==> src/rtl/sram_port_arb.sv <==
// Client-side arbiter in front of the board SRAM controller: buffers capture-path
// writes in a small FIFO and sequences fixed-length read bursts, never mixing the two.
module sram_port_arb #(
  parameter int WFIFO_AW     = 3,
  parameter int URGENT_LEVEL = 6
) (
  input  logic        CLK,
  input  logic        RST,
  input  logic        wr_valid,
  input  logic [20:0] wr_addr,
  input  logic [31:0] wr_data,
  output logic        wr_ready,
  input  logic        rd_start,
  input  logic [20:0] rd_addr,
  input  logic [7:0]  rd_len,
  output logic        rd_ready,
  output logic [31:0] rd_data,
  output logic        rd_valid,
  output logic        rd_done,
  output logic [20:0] data_w_address,
  output logic [31:0] data_w,
  output logic        data_w_we,
  output logic [20:0] data_r_address,
  output logic        data_r_req,
  input  logic [31:0] data_r,
  input  logic        data_r_empty
);

  // Handshakes: a write transfers on the rising edge where wr_valid && wr_ready;
  // a burst is requested by rd_start && rd_ready (rd_ready is high only in IDLE).
  localparam int DEPTH = 1 << WFIFO_AW;
  localparam int CW    = WFIFO_AW + 1;
  localparam logic [CW-1:0] FULL_CNT = CW'(DEPTH);
  localparam logic [CW-1:0] URG_CNT  = CW'(URGENT_LEVEL);

  typedef enum logic [1:0] {IDLE, WRITE, RD_ISSUE, RD_DRAIN} state_t;

  state_t              state_q, state_d;
  logic [20:0]         fifo_addr [DEPTH];
  logic [31:0]         fifo_data [DEPTH];
  logic [WFIFO_AW-1:0] wptr_q, rptr_q;
  logic [CW-1:0]       count_q, count_d;
  logic [CW-1:0]       wcnt_q, wcnt_d;
  logic [20:0]         raddr_q, raddr_d;
  logic [8:0]          iss_q, iss_d;
  logic [8:0]          rcv_q, rcv_d;
  logic [1:0]          flush_q;
  logic                rd_valid_q, rd_done_q;
  logic [31:0]         rd_data_q;
  logic                push, pop, fifo_ne, capture;
  logic [8:0]          burst_len;

  assign fifo_ne   = (count_q != '0);
  assign wr_ready  = (count_q != FULL_CNT);
  assign push      = wr_valid && wr_ready;
  assign data_w_we = (state_q == WRITE) && fifo_ne;
  assign pop       = data_w_we;
  assign count_d   = count_q + CW'(push) - CW'(pop);

  assign data_w_address = fifo_ne ? fifo_addr[rptr_q] : '0;
  assign data_w         = fifo_ne ? fifo_data[rptr_q] : '0;

  assign rd_ready       = (state_q == IDLE);
  assign data_r_req     = (state_q == RD_ISSUE);
  assign data_r_address = raddr_q;
  assign rd_valid       = rd_valid_q;
  assign rd_done        = rd_done_q;
  assign rd_data        = rd_data_q;

  assign burst_len = (rd_len == 8'd0) ? 9'd256 : {1'b0, rd_len};
  // Words still in the controller pipe when reset hits are dropped by the flush window.
  assign capture   = !data_r_empty && (rcv_q != 9'd0) && (flush_q == 2'd0);

  always_comb begin
    state_d = state_q;
    raddr_d = raddr_q;
    iss_d   = iss_q;
    rcv_d   = capture ? rcv_q - 9'd1 : rcv_q;
    wcnt_d  = wcnt_q;
    case (state_q)
      IDLE: begin
        if (count_q >= URG_CNT) begin
          state_d = WRITE;
          wcnt_d  = count_q;
        end else if (rd_start) begin
          state_d = RD_ISSUE;
          raddr_d = rd_addr;
          iss_d   = burst_len;
          rcv_d   = burst_len;
        end else if (fifo_ne) begin
          state_d = WRITE;
          wcnt_d  = count_q;
        end
      end
      WRITE: begin
        if (wcnt_q != '0) wcnt_d = wcnt_q - CW'(1);
        // A waiting burst may cut in once the words present at entry have gone out.
        if (count_d == '0) begin
          state_d = IDLE;
        end else if (rd_start && (wcnt_q <= CW'(1)) && (count_d < URG_CNT)) begin
          state_d = IDLE;
        end
      end
      RD_ISSUE: begin
        raddr_d = raddr_q + 21'd1;
        iss_d   = iss_q - 9'd1;
        if (iss_q == 9'd1) state_d = RD_DRAIN;
      end
      RD_DRAIN: begin
        if (rcv_d == 9'd0) state_d = IDLE;
      end
      default: state_d = IDLE;
    endcase
  end

  always_ff @(posedge CLK) begin
    if (push) begin
      fifo_addr[wptr_q] <= wr_addr;
      fifo_data[wptr_q] <= wr_data;
    end
  end

  always_ff @(posedge CLK) begin
    if (RST) begin
      state_q    <= IDLE;
      wptr_q     <= '0;
      rptr_q     <= '0;
      count_q    <= '0;
      wcnt_q     <= '0;
      raddr_q    <= '0;
      iss_q      <= '0;
      rcv_q      <= '0;
      flush_q    <= 2'd3;
      rd_valid_q <= 1'b0;
      rd_done_q  <= 1'b0;
      rd_data_q  <= '0;
    end else begin
      state_q    <= state_d;
      count_q    <= count_d;
      wcnt_q     <= wcnt_d;
      raddr_q    <= raddr_d;
      iss_q      <= iss_d;
      rcv_q      <= rcv_d;
      rd_valid_q <= capture;
      rd_done_q  <= capture && (rcv_q == 9'd1);
      if (push) wptr_q <= wptr_q + WFIFO_AW'(1);
      if (pop) rptr_q <= rptr_q + WFIFO_AW'(1);
      if (flush_q != 2'd0) flush_q <= flush_q - 2'd1;
      if (capture) rd_data_q <= data_r;
    end
  end

endmodule

==> config.mk <==
export PLATFORM = sky130hd
export DESIGN_NAME = sram_port_arb
export DESIGN_NICKNAME = d
export VERILOG_FILES = /design/src/rtl/sram_port_arb.sv
export SDC_FILE = /design/constraint.sdc
export NUM_CORES = 1
export LEC_CHECK = 0
export CELL_PAD_IN_SITES_DETAIL_PLACEMENT = 0
export CELL_PAD_IN_SITES_GLOBAL_PLACEMENT = 2
export CORE_MARGIN = 10
export CORE_UTILIZATION = 41
export DETAILED_ROUTE_END_ITERATION = 8
export GPL_TIMING_DRIVEN = 0
export PLACE_DENSITY = 0.84
export SYNTH_ARGS = -nofsm -noshare
export SYNTH_HDL_FRONTEND = slang
export SYNTH_SLANG_ARGS = --single-unit
export TNS_END_PERCENT = 10
==> constraint.sdc <==
create_clock -name CLK -period 10.35 [get_ports CLK]
set_clock_uncertainty 0.1 [all_clocks]
set_input_delay 2.07 -clock CLK [delete_from_list [all_inputs] [get_ports CLK]]
set_output_delay 2.07 -clock CLK [all_outputs]
set_load 0.1 [all_outputs]
Word level (Yosys, flattened, before mapping)

Memories as Yosys holds them, arrays and structs flattened. A register that Yosys moved wholly into a read port is not among the register bits.
Cells that the tools add are included.

Flip-flop bits (word level): 91
Memory bits (writable): 424
Bits of input ports: 119
Output and inout bits: 112
Logic and storage cells: 95
Memories kept: 2

Add/sub/neg operators: 9
Magnitude comparators: 3
Equal/unequal tests: 15
Muxes and demuxes: 32
Reductions and logical operators: 22

Memories:

| name      | words | bits a word | rd ports | clocked after Yosys merged registers in | write ports | RTL line | text |
|---|---|---|---|---|---|---|---|
| fifo_data | 8     | 32          | 1        | 1                                       | 1           | 40       | `logic [31:0] fifo_data [DEPTH];` |
| fifo_addr | 8     | 21          | 1        | 1                                       | 1           | 39       | `logic [20:0] fifo_addr [DEPTH];` |

Operators with widths:

| cell                    | number |
|---|---|
| $mux W21                | 3 |
| $mux W9                 | 7 |
| $pmux W21 S2            | 1 |
| $mux W32                | 1 |
| $add A21 B1 Y21 const B | 1 |
| $eq A9 B1 Y1 const B    | 2 |
| $pmux W9 S2             | 1 |
| $sub A9 B1 Y9 const B   | 2 |
| $mux W4                 | 4 |
| $mux W2                 | 7 |
| $mux W3                 | 4 |
| $logic_not A9 Y1        | 1 |
| $reduce_bool A9 Y1      | 1 |
| $logic_not A8 Y1        | 1 |
| $pmux W2 S4             | 1 |
| $pmux W4 S2             | 1 |
| $reduce_and A4 Y1       | 2 |
| $reduce_bool A4 Y1      | 2 |
| $logic_and A1 B1 Y1     | 7 |
| $add A3 B1 Y3 const B   | 2 |
| $ne A2 B2 Y1 const B    | 3 |
| $ne A3 B1 Y1 const B    | 2 |
| $reduce_bool A2 Y1      | 3 |
| $add A4 B1 Y4           | 1 |
| 17 further kinds        | 21 |

Logic depth before layout (Yosys ltp)

Word-level depth: 9
Mapped depth: 15
Depth with buffers taken out: 14

Least setup slack after synthesis

OpenSTA, ideal clock, no wires.

Path type: in2reg
Start point: in wr_valid
End point: mem fifo_addr[0][0], enable pin
Library setup time: 0.597 ns
Arrival: 7.348 ns
Required time: 9.653 ns
Path slack: 2.304 ns
Stages on the path: 2
Path buffers: 0
Cells stage by stage: nand2_1 nor4_1

Word-level cells in the longest chain between the ends: 3

RTL lines:

| what                          | RTL line | text |
|---|---|---|
| start, declared               | 9        | `input logic wr_valid,` |
| $logic_and A1 B1 Y1           | 55       | `assign push = wr_valid && wr_ready;` |
| $mux W1                       | 117      | `if (push) begin` |
| $mux W1 (implied by the code) | 118      | `fifo_addr[wptr_q] <= wr_addr;` |
| end, declared                 | 39       |  |

No other way between the ends.

==> flow_summary.ini <==
[run_status]
status = finished clean

[drt]
drt_iter0_markers = 914
drc = 0
wl_mm = 50.67
dr.pass1.iters = 5
via_count = 11940
vias_per_cell = 5.216
ant_nets = 0
detail_route.wl_per_cell_um = 22.15

[timing]
fin_crit_sh = 0.6273
slew_headroom = 0.2842
maxSlewViolCount = 0
worst_pin_slew_ps = 1070
rsz0062_at_grt = false
period_minus_slack_ps = 6493
hold_viol_final = 0
setup_ws_ps = 3857
fmax_mhz = 154.0
setup_viol = 0

[clock_tree]
cts-htree-levels = 2
post-cts-setup-buffer-count = 0
path_clk_slew_ps = 60
clockBufferDepth = 3
clockRootBuffer = clkbuf_16
cts_buffers = 54
cts_tree = built
clock_latency_ps = 620
numClockSinks = 518
cts_resized = 0
postCtsHoldBufs = 0

[worst_hold_path]
min_path_cells = 2
min-delay-start = rd_data[8]$_SDFFE_PP0N_
hold_class = reg2reg
holdPathEnd = rd_data[8]$_SDFFE_PP0N_

[final_layout]
mostFrequentLayoutCell = edfxtp_1
nNetsFinal = 1719
drive_above_1_share = 0.1516
instances_no_fill = 2288
syn_to_final_growth_pct = 26.32
layout_common_cells = edfxtp_1, clkdlybuf4s50_1, nand2_1

[synth]
synth-xor-area-share = 0.006397
synthesis.nets = 1393
synth_cell_types = 52
synthAdderAreaFrac = 0.01133
synth_area_per_cell_um2 = 16.35
synth.mux.area_fraction = 0.1431
synth_edf_count = 424
synth_top_family_by_area = multiplexers
ys_seq_elements = 518
synth_area_mm2 = 0.02054
synth-simple-area-share = 0.06756
synth_cells = 1256
async_flop_share = 0
ys.flop_type = edfxtp_1
synth_compound_gate_area_share = 0.04374
synth_warnings = 0
ys_seq_area_frac = 0.7115

[power_and_ir_drop]
peakVddDrop_uv = 218.0
p_leak_nw = 8.216
p_per_area_mw_per_mm2 = 272.8

[setup_path]
worstRegToRegCells = 15
cp.required_ps = 8180
reg2reg_from = count_q[3]$_SDFF_PP0_
startpoint_type = flip-flop
r2r_setup_slack_ps = 6330
cp-end-kind = output pin
worstPathArrival_ps = 4320
worstPathMaxFanout = 10
r2r_end = state_q[0]$_SDFFE_PP0P_
critical_path_class = reg2out

[place]
gp_congestion = 0.7850
dp.cells = 2190
io_buffers = 229
hpwlAfterDp_mm = 34.93
pre_cts_ws_ps = 4405

[grt]
grt_pass1_vias = 12530
grt_max_degree = 24
globalRouteOverflowTotal = 0
antenna_found_initial = 4
grt_pass1_wl_mm = 78.36
gr-usage-all-layers = 0.1709

[floorplanning]
dieArea_mm2 = 0.05945
die_w_um = 243.8
start_util = 0.4170
io_pins = 231
die_h_um = 243.8
num_rows = 81
core_area_mm2 = 0.04925

[job]
max_cap_violations = 0
==> how the worst max path moves through the flow <==
stage | startpoint | depth (start not counted) | endpoint | slack [ps]
finish | flip-flop | 7 | data_w[19] | 3860
global route | flip-flop | 7 | data_w[13] | 3530
detailed placement | flip-flop | 7 | data_w[13] | 4400
global placement | wr_valid | 3 | fifo_addr[0][15]$_DFFE_PP_ | -3460
floorplan | wr_valid | 2 | fifo_addr[0][0]$_DFFE_PP_ | 2300
CTS | flip-flop | 7 | data_w[13] | 3710
==> sequential cells by signal, summed over array words and instances (netlist names), named ones only <==
name,cells
fifo_addr,168
wcnt_q,4
fifo_data,256
count_q,4
rd_valid,1
rd_done,1
data_r_address,21
iss_q,9
flush_q,2
rd_data,32
state_q,2
rcv_q,9
rptr_q,3
wptr_q,3
==> power breakdown <==
part / switching (mW) / total (mW) / internal, mW
Clock: 0.807 / 1.87 / 1.06
Combinational: 1.92 / 2.69 / 0.774
Sequential: 0.0908 / 2.52 / 2.43
==> kinds of logic (layout without fill, tap and decap cells) <==
group           Yosys count  in the layout
mux                     161            161
compound gates          146            146
xor+xnor                 15             15
simple gates            312            312
fa+ha+maj                18             18
buf+inv                  86            453
flops                   518            518
other cells               0              1
==> stage by stage <==
| stage | hold slack [ps] | TNS (ps) | power [mW] | cell area, µm² | util |
|---|---|---|---|---|---|
| 3_3_place_gp | 341.6 | -285790 | 5.254 | 23660 | 0.4804 |
| 6_report | 350.6 | 0 | 7.076 | 25940 | 0.5267 |
| 4_1_cts | 353.6 | 0 | 7.169 | 25940 | 0.5267 |
| 5_1_grt | 381.9 | 0 | 7.387 | 25940 | 0.5267 |
| 3_5_place_dp | 345.5 | 0 | 5.283 | 24220 | 0.4918 |
| 2_1_floorplan | 356.6 | 0 | 4.537 | 20540 | - |
==> routing by layer <==
metal	GRT usage	wire [µm]
met5	0	40
met4	0.04511	951
met3	0.03589	2562
met2	0.2866	25200
met1	0.2220	21910
==> final cells by class <==
| class | instances | area, µm² |
|---|---|---|
| Multi-Input combinational cell | 652 | 5638 |
| Antenna cell | 1 | 2.502 |
| Fill cell | 4044 | 23310 |
| Tap cell | 664 | 830.8 |
| Clock inverter | 30 | 282.8 |
| Clock buffer | 67 | 1434 |
| Timing Repair Buffer | 270 | 2806 |
| Buffer | 67 | 264.0 |
| Inverter | 19 | 71.32 |
| Sequential cell | 518 | 14610 |
==> critical path, stage by stage, from the launching register on <==
cell,delay [ps]
dfxtp_1,300
clkbuf_1,380
clkbuf_1,560
clkbuf_1,590
mux4_2,330
mux2i_1,60
nor2_1,270
clkdlybuf4s50_1,1200
==> cells in the mapped netlist, types with 5 or more instances <==
| cell type | count | area share |
|---|---|---|
| a211oi_1 | 6 | 0.0022 |
| a21oi_1 | 73 | 0.018 |
| a221oi_1 | 6 | 0.0026 |
| a31oi_1 | 10 | 0.0030 |
| buf_1 | 8 | 0.0015 |
| buf_2 | 10 | 0.0024 |
| clkbuf_1 | 49 | 0.0090 |
| dfxtp_1 | 94 | 0.092 |
| edfxtp_1 | 424 | 0.62 |
| ha_1 | 17 | 0.010 |
| inv_1 | 19 | 0.0035 |
| mux2i_1 | 54 | 0.026 |
| mux4_2 | 106 | 0.12 |
| nand2_1 | 117 | 0.021 |
| nand2b_1 | 12 | 0.0037 |
| nand3_1 | 21 | 0.0051 |
| nand4_1 | 6 | 0.0018 |
| nor2_1 | 103 | 0.019 |
| nor3_1 | 20 | 0.0049 |
| nor4_1 | 5 | 0.0015 |
| o211ai_1 | 10 | 0.0037 |
| o21ai_0 | 15 | 0.0037 |
| or3_1 | 5 | 0.0015 |
| xnor2_1 | 9 | 0.0038 |
| xor2_1 | 6 | 0.0026 |
Note: power is estimated with default switching activity, not from simulation.
